**src/rtl/instr_fetch_unit.sv**
```systemverilog
// Fetch stage for the single-cycle MIPS core: owns the PC, runs the imem
// req/ready + rvalid handshake, and holds one instruction until the datapath retires it.
module instr_fetch_unit #(
  parameter logic [31:0] RESET_PC = 32'h0040_0000,
  parameter int          CNT_W    = 32
) (
  input  logic             clk,
  input  logic             rst_n,
  output logic             imem_req,
  output logic [31:0]      imem_addr,
  input  logic             imem_ready,
  input  logic             imem_rvalid,
  input  logic [31:0]      imem_rdata,
  output logic [31:0]      instr,
  output logic [5:0]       opcode,
  output logic [5:0]       func,
  output logic [31:0]      pc,
  output logic             instr_valid,
  input  logic             retire,
  input  logic             pcsrc,
  input  logic             jump,
  output logic [CNT_W-1:0] retired_count
);

  typedef enum logic [1:0] {
    S_FETCH = 2'd0,
    S_WAIT  = 2'd1,
    S_HOLD  = 2'd2
  } state_e;

  state_e            state_q, state_d;
  logic [31:0]       pc_q, pc_d;
  logic [31:0]       instr_q, instr_d;
  logic              valid_q, valid_d;
  logic              req_q, req_d;
  logic [CNT_W-1:0]  cnt_q, cnt_d;

  logic [31:0]       pc4;
  logic [31:0]       br_off;
  logic [31:0]       jump_target;
  logic [31:0]       next_pc;

  // Next-PC selection uses the registered instruction, so only pcsrc/jump
  // are same-cycle inputs; jump wins over a taken branch.
  always_comb begin
    pc4         = pc_q + 32'd4;
    br_off      = {{14{instr_q[15]}}, instr_q[15:0], 2'b00};
    jump_target = {pc4[31:28], instr_q[25:0], 2'b00};
    next_pc     = pc4;
    if (jump) begin
      next_pc = jump_target;
    end else if (pcsrc) begin
      next_pc = pc4 + br_off;
    end
  end

  always_comb begin
    state_d = state_q;
    pc_d    = pc_q;
    instr_d = instr_q;
    valid_d = valid_q;
    req_d   = req_q;
    cnt_d   = cnt_q;
    unique case (state_q)
      S_FETCH: begin
        if (req_q && imem_ready) begin
          state_d = S_WAIT;
          req_d   = 1'b0;
        end else begin
          req_d   = 1'b1;
        end
      end
      S_WAIT: begin
        if (imem_rvalid) begin
          instr_d = imem_rdata;
          valid_d = 1'b1;
          state_d = S_HOLD;
        end
      end
      S_HOLD: begin
        if (retire) begin
          pc_d    = next_pc;
          valid_d = 1'b0;
          cnt_d   = cnt_q + CNT_W'(1);
          req_d   = 1'b1;
          state_d = S_FETCH;
        end
      end
      default: begin
        state_d = S_FETCH;
        req_d   = 1'b0;
        valid_d = 1'b0;
      end
    endcase
  end

  // The request is a flop so it stays low through reset and rises on the
  // first clock edge after release.
  always_ff @(posedge clk or negedge rst_n) begin
    if (!rst_n) begin
      state_q <= S_FETCH;
      pc_q    <= RESET_PC;
      instr_q <= 32'd0;
      valid_q <= 1'b0;
      req_q   <= 1'b0;
      cnt_q   <= '0;
    end else begin
      state_q <= state_d;
      pc_q    <= pc_d;
      instr_q <= instr_d;
      valid_q <= valid_d;
      req_q   <= req_d;
      cnt_q   <= cnt_d;
    end
  end

  assign imem_req      = req_q;
  assign imem_addr     = pc_q;
  assign pc            = pc_q;
  assign instr         = instr_q;
  assign opcode        = instr_q[31:26];
  assign func          = instr_q[5:0];
  assign instr_valid   = valid_q;
  assign retired_count = cnt_q;

endmodule
```
**config.mk**
```make
export PLATFORM = sky130hd
export DESIGN_NAME = instr_fetch_unit
export DESIGN_NICKNAME = d
export VERILOG_FILES = /design/src/rtl/instr_fetch_unit.sv
export SDC_FILE = /design/constraint.sdc
export NUM_CORES = 1
export LEC_CHECK = 0
export CORE_AREA = 2 2 134 136
export CTS_BUF_LIST = sky130_fd_sc_hd__clkbuf_8
export CTS_CLUSTER_DIAMETER = 30
export DETAILED_ROUTE_END_ITERATION = 16
export DIE_AREA = 0 0 136 138
export PLACE_DENSITY = 0.71
export SYNTH_ARGS = -nofsm -noshare
export SYNTH_HDL_FRONTEND = slang
export SYNTH_SLANG_ARGS = --single-unit
export TNS_END_PERCENT = 30
```
**constraint.sdc**
```tcl
create_clock -name clk -period 3.9 [get_ports clk]
set_clock_uncertainty 0.1 [all_clocks]
set_input_delay 0.78 -clock clk [delete_from_list [all_inputs] [get_ports clk]]
set_output_delay 0.78 -clock clk [all_outputs]
set_load 0.05 [all_outputs]
```
==> impl_metrics.env <==
export IMPL_max_slew_margin=0.519
export IMPL_fp_dieArea_um2=18800
export IMPL_ys_ff_latch=98
export IMPL_worstRegToRegCells=13
export IMPL_finalSetupViolCount=0
export IMPL_fin_util=0.526
export IMPL_cts_clk_slew_worst_paths_ns=0.11
export IMPL_htree_levels=3
export IMPL_synth_avg_cell_area_um2=9.12
export IMPL_drive_gt1_frac=0.158
export IMPL_maxCapViolations=0
export IMPL_max_freq_mhz=266
export IMPL_ys_seq_area_frac=0.350
export IMPL_gp_congestion=0.937
export IMPL_dp_slack_ns=0.0772
export IMPL_required_ns=4.10
export IMPL_ys_flop_type="dfrtp_1"
export IMPL_r2r_end="imem_addr[31]"
export IMPL_grt_max_degree=51
export IMPL_synth_edff_count=0
export IMPL_final_nets=1006
export IMPL_yosysWarningCount=0
export IMPL_synthArstFlopShare=1.00
export IMPL_nFillCells=1641
export IMPL_finalNonFillerCells=1162
export IMPL_wl_per_cell_um=17.0
export IMPL_worstSkewPairLatency_ns=0.39
export IMPL_syn_inst=768
export IMPL_grt_pass1_vias=5961
export IMPL_drtIter0Drc=515
export IMPL_tritoncts="yes"
export IMPL_diodes=0
export IMPL_dp_cells=1144
export IMPL_drt_first_pass_iters=5
export IMPL_ant_nets=0
export IMPL_maxSlewViolCount=0
export IMPL_holdBufCountCts=0
export IMPL_cts_sinks=98
export IMPL_fin_crit_sh=0.964
export IMPL_core_area_um2=17500
export IMPL_final_setup_worst_slack_ns=0.140
export IMPL_die_x_um=136
export IMPL_cp_data_arrival_time_ns=3.96
export IMPL_hp_class="in -> async"
export IMPL_synth_cell_types=68
export IMPL_rows=49
export IMPL_endpoint_kind="flop"
export IMPL_drc=0
export IMPL_grt_pass1_wl_mm=31.9
export IMPL_start_util=0.400
export IMPL_clock_path_buffers=2
export IMPL_period_needed_ns=3.76
export IMPL_viasPerCell=5.37
export IMPL_io_pins=181
export IMPL_worst_slew_pin_transition_ns=0.720
export IMPL_grt_usage=0.213
export IMPL_regToRegStartpoint="imem_addr[18]"
export IMPL_setup_tns_ns=0
export IMPL_area_growth_synth_to_final_pct=31.6
export IMPL_critPathLaunch="imem_addr[18]"
export IMPL_reg2reg_slack_ns=0.14
export IMPL_status="finished, final reports clean"
export IMPL_cp_start_kind="flop"
export IMPL_io_buffers=176
export IMPL_num_vias=6244
export IMPL_path_class="reg -> reg"
export IMPL_dieHeight_um=138
export IMPL_cp_max_fo=7
export IMPL_numCtsBuffers=9
export IMPL_antenna_found_initial=0
export IMPL_cts_root_buffer="clkbuf_8"
export IMPL_dpl_hpwl_mm=14.9
export IMPL_syn_area_um2=7010
export IMPL_wirelength_mm=19.8
export IMPL_rsz0062_at_grt="true"
export IMPL_hold_violations=0
export IMPL_overflow=0
[kinds of logic after synthesis]
| group | count (synthesis) | share of synthesized area |
|---|---|---|
| multiplexers | 53 | 0.0843 |
| flip-flops | 98 | 0.350 |
| other | 1 | 0.000535 |
| AO/OA/AOI/OAI | 166 | 0.153 |
| AND/OR/NAND/NOR | 245 | 0.172 |
| XOR/XNOR | 77 | 0.0962 |
| buffers and inverters | 89 | 0.0732 |
| adder cells (fa/ha/maj) | 39 | 0.0707 |
[flip-flops by register name, summed over array words and instances, names as in the netlist]
| name | count |
|---|---|
| instr | 32 |
| instr_valid | 1 |
| retired_count | 32 |
| state_q | 2 |
| imem_addr | 30 |
| imem_req | 1 |
[synth_stat cells (all sizes together) (23+ instances only)]
cell type / n / share of area
o21ai: 47 / 0.034
nand3: 26 / 0.019
nand2: 74 / 0.040
a21oi: 51 / 0.038
nand4: 24 / 0.021
clkbuf: 23 / 0.012
xnor2: 55 / 0.069
nor2: 54 / 0.029
dfrtp: 97 / 0.35
ha: 38 / 0.068
buf: 52 / 0.053
mux2: 38 / 0.061
[critical path, cell delays in order (launching register included)]
cell	delay [ns]
dfrtp_2	0.47
and3_1	0.30
and4_2	0.35
nand3_1	0.20
xnor2_1	0.18
ha_1	0.30
a21o_1	0.18
a21o_1	0.18
a21oi_2	0.16
nand3b_1	0.11
o21ai_2	0.20
mux4_2	0.50
or3b_1	0.36
o311ai_1	0.08
[repair_timing]
item,4_1_cts,5_1_grt
endpoints found under the hold margin,0,0
resized for setup,0,12
setup buffers,0,2
endpoints found under the setup margin,0,6
[through the flow]
step	hold WS [ns]	area, um2
2_1_floorplan	0.384	7060
3_3_place_gp	0.363	8980
3_5_place_dp	0.364	8980
4_1_cts	0.308	9180
5_1_grt	0.337	9220
6_report	0.297	9220
[routing by layer]
| layer | wire length, um | vias up | global-route usage |
|---|---|---|---|
| met4 | 454 | 0 | 0.0806 |
| met5 | 0 | - | 0 |
| met1 | 8820 | 2991 | 0.296 |
| met3 | 1030 | 26 | 0.0231 |
| met2 | 9460 | 205 | 0.342 |
| li1 | - | 3022 | - |
[worst max path at each step]
stage | to | cells past startpoint
CTS | imem_addr[31] | 16
finish | imem_addr[31] | 13
floorplan | imem_addr[31] | 14
global route | imem_addr[31] | 15
detailed placement | imem_addr[31] | 16
global placement | imem_addr[31] | 15
[layout by cell type, fill, tap and decap left out, types with 10 or more instances in the layout]
cell type          n
clkdlybuf4s50_1  175
dfrtp_1           78
nand2_1           74
xnor2_1           54
nor2_1            53
a21oi_1           46
buf_4             45
o21ai_0           44
mux2_2            38
ha_1              38
nand3_1           25
nand4_1           24
xor2_1            22
dfrtp_2           19
a21o_1            18
nor3_1            17
inv_1             14
mux2i_1           14
and3_1            13
clkbuf_8          10
[layout make-up]
type | instances | area, um2 | area share
Inverter | 14 | 52.6 | 0.00570
Clock inverter | 6 | 60.1 | 0.00651
Sequential cell | 98 | 2480 | 0.269
Timing Repair Buffer | 221 | 2110 | 0.229
Multi-Input combinational cell | 584 | 4100 | 0.444
Tap cell | 229 | 287 | 0.0311
Clock buffer | 10 | 138 | 0.0149
Power is not shown: default switching activity piles up to over one toggle a cycle in this logic, so the estimate is an artifact.
